[config.mk]
export PLATFORM = sky130hd
export DESIGN_NAME = seq001_frame_tx_flat
export DESIGN_NICKNAME = d
export VERILOG_FILES = /design/src/rtl/seq001_frame_tx_if.sv /design/src/rtl/seq001_frame_tx.sv /design/src/flat_wrapper.sv
export SDC_FILE = /design/constraint.sdc
export NUM_CORES = 1
export LEC_CHECK = 0
export BUFFER_PORTS_ARGS = -buffer_cell sky130_fd_sc_hd__buf_4
export CAP_MARGIN = 20
export CORE_MARGIN = 3
export CORE_UTILIZATION = 35
export DETAILED_ROUTE_END_ITERATION = 8
export GPL_TIMING_DRIVEN = 0
export SLEW_MARGIN = 25
export SYNTH_ARGS = -nofsm -noshare
export SYNTH_HDL_FRONTEND = slang
export SYNTH_SLANG_ARGS = --single-unit
[constraint.sdc]
create_clock -name clk -period 2.2 [get_ports clk]
set_input_delay 0.22 -clock clk [delete_from_list [all_inputs] [get_ports clk]]
set_output_delay 0.22 -clock clk [all_outputs]
set_load 0.05 [all_outputs]
[src/rtl/seq001_frame_tx_if.sv]
// Handshake and serial-line bundle for seq001_frame_tx.
// The block is the slave: it accepts words and drives the serial line.
interface seq001_frame_tx_if #(
  parameter int DATA_W = 8
);
  logic              tx_valid;
  logic [DATA_W-1:0] tx_data;
  logic              tx_ready;
  logic              ser_out;
  logic              ser_en;
  logic              busy;
  logic              frame_done;

  modport master (
    output tx_valid, tx_data,
    input  tx_ready, ser_out, ser_en, busy, frame_done
  );

  modport slave (
    input  tx_valid, tx_data,
    output tx_ready, ser_out, ser_en, busy, frame_done
  );
endinterface

[src/rtl/seq001_frame_tx.sv]
// Serial "001"-sync frame transmitter, first sync bit one cycle after accept, MSB-first payload with a 1 stuffed after every 0.
// tx_ready is high only in IDLE; tx_valid seen while a frame is in flight is ignored.
module seq001_frame_tx #(
  parameter int DATA_W = 8
) (
  input  logic clk,
  input  logic reset,
  seq001_frame_tx_if.slave bus
);

  localparam int CNT_W = (DATA_W > 1) ? $clog2(DATA_W) : 1;

  typedef enum logic [2:0] {
    IDLE  = 3'd0,
    SYNC0 = 3'd1,
    SYNC1 = 3'd2,
    SYNC2 = 3'd3,
    DATA  = 3'd4,
    STUFF = 3'd5
  } state_t;

  state_t            state_q, state_d;
  logic [DATA_W-1:0] shreg_q, shreg_d;
  logic [CNT_W-1:0]  cnt_q, cnt_d;
  logic              ser_out_q, ser_out_d;
  logic              ser_en_q, ser_en_d;
  logic              busy_q, busy_d;
  logic              frame_done_q, frame_done_d;
  logic              last_bit;

  assign last_bit = (cnt_q == '0);

  // state_q names the bit currently on the line; outputs are computed for state_d
  always_comb begin
    state_d = state_q;
    shreg_d = shreg_q;
    cnt_d   = cnt_q;
    unique case (state_q)
      IDLE: begin
        if (bus.tx_valid) begin
          state_d = SYNC0;
          shreg_d = bus.tx_data;
          cnt_d   = '0;
        end
      end
      SYNC0: state_d = SYNC1;
      SYNC1: state_d = SYNC2;
      SYNC2: begin
        state_d = DATA;
        cnt_d   = CNT_W'(DATA_W - 1);
      end
      DATA: begin
        if (!shreg_q[DATA_W-1]) begin
          state_d = STUFF;
        end else if (last_bit) begin
          state_d = IDLE;
        end else begin
          shreg_d = shreg_q << 1;
          cnt_d   = cnt_q - CNT_W'(1);
        end
      end
      STUFF: begin
        if (last_bit) begin
          state_d = IDLE;
        end else begin
          state_d = DATA;
          shreg_d = shreg_q << 1;
          cnt_d   = cnt_q - CNT_W'(1);
        end
      end
      default: state_d = IDLE;
    endcase

    ser_en_d = (state_d != IDLE);
    busy_d   = (state_d != IDLE);
    if (state_d == DATA) begin
      ser_out_d = shreg_d[DATA_W-1];
    end else begin
      ser_out_d = !((state_d == SYNC0) || (state_d == SYNC1));
    end
    // The final frame bit is the last data bit when it is 1, otherwise its stuff bit.
    frame_done_d = ((state_d == DATA) && (cnt_d == '0) && shreg_d[DATA_W-1]) ||
                   ((state_d == STUFF) && (cnt_d == '0));
  end

  always_ff @(posedge clk or posedge reset) begin
    if (reset) begin
      state_q      <= IDLE;
      shreg_q      <= '0;
      cnt_q        <= '0;
      ser_out_q    <= 1'b1;
      ser_en_q     <= 1'b0;
      busy_q       <= 1'b0;
      frame_done_q <= 1'b0;
    end else begin
      state_q      <= state_d;
      shreg_q      <= shreg_d;
      cnt_q        <= cnt_d;
      ser_out_q    <= ser_out_d;
      ser_en_q     <= ser_en_d;
      busy_q       <= busy_d;
      frame_done_q <= frame_done_d;
    end
  end

  assign bus.tx_ready   = (state_q == IDLE);
  assign bus.ser_out    = ser_out_q;
  assign bus.ser_en     = ser_en_q;
  assign bus.busy       = busy_q;
  assign bus.frame_done = frame_done_q;

endmodule

[src/flat_wrapper.sv]
// flat-port wrapper written by rule: the top's interface ports become plain ports
module seq001_frame_tx_flat 
#(
  parameter int DATA_W = 8
)
  (clk, reset, bus_tx_valid, bus_tx_data, bus_tx_ready, bus_ser_out, bus_ser_en, bus_busy, bus_frame_done);
  seq001_frame_tx_if #(.DATA_W(DATA_W)) bus_i ();
  input  logic clk;
  input  logic reset;
  input wire logic [$bits(bus_i.tx_valid)-1:0] bus_tx_valid;
  input wire logic [$bits(bus_i.tx_data)-1:0] bus_tx_data;
  output wire logic [$bits(bus_i.tx_ready)-1:0] bus_tx_ready;
  output wire logic [$bits(bus_i.ser_out)-1:0] bus_ser_out;
  output wire logic [$bits(bus_i.ser_en)-1:0] bus_ser_en;
  output wire logic [$bits(bus_i.busy)-1:0] bus_busy;
  output wire logic [$bits(bus_i.frame_done)-1:0] bus_frame_done;
  assign bus_i.tx_valid = bus_tx_valid;
  assign bus_i.tx_data = bus_tx_data;
  assign bus_tx_ready = bus_i.tx_ready;
  assign bus_ser_out = bus_i.ser_out;
  assign bus_ser_en = bus_i.ser_en;
  assign bus_busy = bus_i.busy;
  assign bus_frame_done = bus_i.frame_done;
  seq001_frame_tx #(.DATA_W(DATA_W)) u_core (.clk(clk), .reset(reset), .bus(bus_i));
endmodule
# Yosys cells after proc, flatten, opt, wreduce, memory -nomap -nowiden
# Index checks and enable logic that the tools add are counted.
[op_classes]
add_sub_neg = 1
eq_ne = 13
muxes = 15
n_reduce_logical = 12
[ops]
columns = ["operator", "count"]
rows = [
  ["$mux W8", 4],
  ["$pmux W8 S3", 1],
  ["$mux W3", 7],
  ["$pmux W3 S6", 1],
  ["$eq A3 B3 Y1 const B", 4],
  ["$pmux W3 S4", 1],
  ["$eq A3 B2 Y1 const B", 3],
  ["$logic_not A3 Y1", 3],
  ["$eq A3 B1 Y1 const B", 2],
  ["$ne A2 B2 Y1 const B", 3],
  ["$reduce_bool A3 Y1", 2],
  ["$reduce_and A5 Y1", 1],
  ["$logic_and A1 B1 Y1", 3],
  ["$sub A3 B1 Y3 const B", 1],
  ["$logic_or A1 B1 Y1", 2],
  ["$ne A2 B1 Y1 const B", 1],
  ["$logic_not A1 Y1", 1],
  ["$mux W1", 1],
]
[totals]
input_bits = 11
output_inout_bits = 5
ff_bits = 17
wordCells = 48

# Longest topological paths before layout
[logic_depth]
word_depth = 8
mapped_depth = 7
depth_no_buf = 7

# Worst setup path after synthesis
# OpenSTA, ideal clock, no wires.
[synth_path]
path_kind = "flip-flop to output port"
startpoint = "register u_core.state_q[1]"
endpoint = "output port bus_tx_ready"
path_stages_with_launch = 3
required_ps = 1980
t_arrival_ps = 1697
path_buffers = 1
setup_slack_ps = 283
cell_sequence = "dfrtp_1 > buf_2 > nor3_1"
[synth_via]
elab_chain_len = 1
[synth_rtl]
columns = ["element", "line", "text"]
rows = [
  ["from (decl)", "seq001_frame_tx.sv:22", "state_t state_q, state_d;"],
  ["from (signal assigned)", "seq001_frame_tx.sv:96", "state_q <= state_d;"],
  ["$logic_not A3 Y1", "seq001_frame_tx.sv:106", "assign bus.tx_ready = (state_q == IDLE);"],
  ["to (decl)", "flat_wrapper.sv:12", "output wire logic [$bits(bus_i.tx_ready)-1:0] bus_tx_ready;"],
]
# Every way passes these cells.

# Worst setup path in the final report
[layout_path]
startpoint = "register u_core.cnt_q[0]"
endpoint = "register u_core.frame_done_q (netlist: u_core.bus.frame_done)"
[layout_via]
elab_chain_len = 8
word_cells_on_any_way = 21
cone_classes = "add/sub (1); eq/ne (2); mux (12); reduce/logical (6)"
[layout_rtl]
columns = ["element", "line", "text"]
rows = [
  ["from (decl)", "seq001_frame_tx.sv:24", "logic [CNT_W-1:0] cnt_q, cnt_d;"],
  ["from (signal assigned)", "seq001_frame_tx.sv:98", "cnt_q <= cnt_d;"],
  ["$sub A3 B1 Y3 / $logic_not A3 Y1 (equally long branches)", "seq001_frame_tx.sv:59, seq001_frame_tx.sv:68, seq001_frame_tx.sv:31", ""],
  ["$mux W3", "seq001_frame_tx.sv:55, seq001_frame_tx.sv:63", ""],
  ["$mux W3", "seq001_frame_tx.sv:53", "if (!shreg_q[DATA_W-1]) begin"],
  ["$pmux W3 S4 *", "seq001_frame_tx.sv:38", "unique case (state_q)"],
  ["net u_core.cnt_d[0]", "seq001_frame_tx.sv:24", ""],
  ["$logic_not A3 Y1 *", "seq001_frame_tx.sv:82, seq001_frame_tx.sv:83", ""],
  ["$logic_and A1 B1 Y1 (2 in a row)", "seq001_frame_tx.sv:82", "frame_done_d = ((state_d == DATA) && (cnt_d == '0) && shreg_d[DATA_W-1]) ||"],
  ["$logic_or A1 B1 Y1 *", "seq001_frame_tx.sv:82", ""],
  ["net u_core.frame_done_d", "seq001_frame_tx.sv:28", "logic frame_done_q, frame_done_d;"],
  ["to (signal assigned)", "seq001_frame_tx.sv:102", "frame_done_q <= frame_done_d;"],
  ["to (decl)", "seq001_frame_tx.sv:28", ""],
]
# Mark *: on every way through the listed nets, which the timed path passes. The rest lies on a longest branch. The select of a mux whose other input is x is not followed.
# A chain may end at the register's enable or synchronous reset.

==> flow_summary.toml <==
[pwr]
powerDensity_mw_per_mm2 = 1540
leakagePower_nw = 0.538
ir_drop_mv = 0.762

[critical_path]
rrSetupSlack_ns = 0.20
end_kind = "flip-flop"
path_cells = "inv_1 -> ha_1 -> nor2b_1 -> nor3_2 -> o32a_1 -> nor4bb_4"
worstPathRequired_ns = 2.40
worstPathArrival_ns = 2.20
crit_path_max_incr_delay_ns = 0.41
rr_startpoint = "u_core.cnt_q[0]"
critPathMaxFanout = 8
critPathSlowestCell = "dfrtp_1"
r2r-end = "u_core.bus.frame_done"
setup.worst_path.class = "flip-flop to flip-flop"
start_kind = "flip-flop"
rr_worst_depth = 6

[run_status]
outcome = "finished clean"

[clock_network]
worstSkewPairLatency_ns = 0.29
cts_made_buffers = 3
h-tree-depth = 1
clk_pin_slew_ns = 0.10
cts.sinks = 17
post_cts_buffers = 0
cts_root_buf = "clkbuf_4"
clockBufferDepth = 2
cts_tree = "yes"

[final_layout]
nets = 123
synthToLayoutAreaGrowth_pct = 19.7
final_cell_mix = "buf_4, dfrtp_1, inv_1"
fillers = 259
drive_gt1_share_pct = 26.6
fin_util_pct = 44.4
fin_area_mm2 = 0.00111
antennaDiodeCount = 0

[floorplan]
io_pins = 16
rows = 18
die_h_um = 57.5
die_w_um = 57.5
floorplan.initialDensity_pct = 37.1
fp.coreArea_mm2 = 0.00250
die_area_mm2 = 0.00331

[synth]
synth_seq_area_share_pct = 46.0
syn-cell-area_um2 = 928
ys_warn_count = 0
syn-num-nets = 103
synthCells = 90
avgSynthCellArea_um2 = 10.3
yosysUniqueCellTypes = 37
ys_seq_elements = 17

[placement]
io_buffers = 15
place_area_mm2 = 0.00108
gp_congestion = 0.828
dpl.hpwl_mm = 1.35

[global_routing]
grt_max_degree = 18
antenna_found_initial = 0
grt_pass1_vias = 714
grt.total_usage_pct = 12.3
grt_pass1_wl_mm = 3.24
gr-total-overflow = 0

[sta]
slew_viol_final = 0
tightest_slew_ns = 0.623
period_share_pct = 90.7
period_minus_slack_ns = 2.00
rsz0062_at_grt = "false"
relSlewSlack_pct = 58.4
hold_violations = 0
setup_viol = 0
fmax_ghz = 0.501
fin_setup_tns_ns = 0
clock_skew_ns = 0.00369

[drt]
routed-via-count = 742
wl_per_cell_um = 13.2
firstDrtPassIters = 5
first_iter_violations = 65
drc = 0
drtAntennaViolNets = 0
avgViaCountPerCell = 5.34
wirelength_mm = 1.84

[job]
cap_violations = 0

[worst_hold_path]
worstHoldPathType = "input port to async pin"
Yosys cell counts (all sizes together):
cell    count  share of area (%)
a211o       1               0.94
nor3        2                1.1
and4        1               0.94
nor4        1               0.67
nor2b       3                2.0
o31ai       1               0.81
xnor2       1               0.94
and2        1               0.67
a22o        1               0.94
nand2       3                1.2
or3b        1               0.94
a221o       1                1.1
o22a        1               0.94
nand3       1               0.54
a21oi       3                2.0
nor4b       1                2.6
nor2        9                3.6
a31oi       1               0.67
nand3b      1               0.81
nor4bb      1                2.7
or2b        1               0.81
dfstp       1                2.8
buf         4                2.4
o21ai       3                1.6
a21boi      1                1.2
a222oi      6                6.5
inv        11                4.4
ha          2                2.7
mux2i       1                1.1
or2         2                1.3
a221oi      1               0.94
nand2b      4                2.7
o32a        2                2.2
dfrtp      16                 43
metal layers:
| metal | routed length (um) | part of all wire [%] | GRT usage (%) |
|---|---|---|---|
| met4 | 7 | 0.38 | 1.99 |
| met5 | 0 | 0 | 0 |
| met3 | 62 | 3.4 | 2.71 |
| met2 | 853 | 46 | 18.9 |
| met1 | 917 | 50 | 17.9 |
through the flow:
stage / setup slack, ns / total power [mW] / std cells / hold slack (ns)
after detailed placement: 0.0976 / 1.55 / 135 / 0.359
after floorplan: 0.283 / 1.33 / 90 / 0.145
after global placement: 0.0989 / 1.54 / 135 / 0.345
final: 0.204 / 1.71 / 139 / 0.00279
after global routing: 0.0305 / 1.86 / 139 / 0.0488
after CTS: 0.0739 / 1.72 / 139 / 0.0311
layout make-up:
| type | count | area [um^2] | area share [%] |
|---|---|---|---|
| well taps | 30 | 37.5 | 3.38 |
| clock inverters | 1 | 5.00 | 0.450 |
| inverters | 11 | 41.3 | 3.72 |
| plain buffers | 4 | 22.5 | 2.03 |
| repair buffers | 15 | 113 | 10.1 |
| multi-input cells | 58 | 443 | 39.9 |
| clock buffers | 3 | 22.5 | 2.03 |
| flip-flops and latches | 17 | 427 | 38.4 |
report_power, final:
| part | total, mW | leakage (nW) | switching [mW] | internal (mW) |
|---|---|---|---|---|
| logic | 0.964 | 0.311 | 0.554 | 0.410 |
| clock network | 0.168 | 0.0177 | 0.100 | 0.0675 |
| registers | 0.582 | 0.208 | 0.118 | 0.464 |
sequential cells by signal (all words and copies together) (netlist names):
signal                 flops
u_core.bus.frame_done      1
u_core.bus.ser_en          1
u_core.bus.ser_out         1
u_core.cnt_q               3
u_core.shreg_q             8
u_core.state_q             3
worst max path at each step:
stage,startpoint,cells past startpoint,slack [ns],end
finish,u_core.cnt_q[0],6,0.20,u_core.bus.frame_done
global route,u_core.cnt_q[0],7,0.03,u_core.bus.frame_done
CTS,u_core.cnt_q[0],6,0.07,u_core.bus.frame_done
detailed placement,u_core.cnt_q[0],6,0.1,u_core.bus.frame_done
global placement,u_core.cnt_q[0],6,0.1,u_core.bus.frame_done
floorplan,u_core.state_q[1],2,0.28,bus_tx_ready
repair_timing:
item                                   CTS  global route
setup endpoints to repair                0             1
endpoints found under the hold margin    0             0
gates resized for setup                  0             1
hold buffers                             0             0
kinds of logic after synthesis:
family                     after synthesis  share of synthesized area (%)
AOI/OAI and AO/OA                       22                           19.8
xor gates and xnor gates                 1                          0.944
adders and majority gates                2                           2.69
buffers and inverters                   15                           6.87
DFF                                     17                           46.0
muxes                                    1                           1.08
and+or+nand+nor                         32                           22.6
critical path, delay by kind of cell, from the launching register on:
| family | cells | cell delay, ns |
|---|---|---|
| buf+inv | 1 | 0.09 |
| fa+ha+maj | 1 | 0.17 |
| compound gates | 1 | 0.41 |
| flops | 1 | 0.41 |
| simple gates | 3 | 0.84 |
Power figures use the tool's default switching activity.
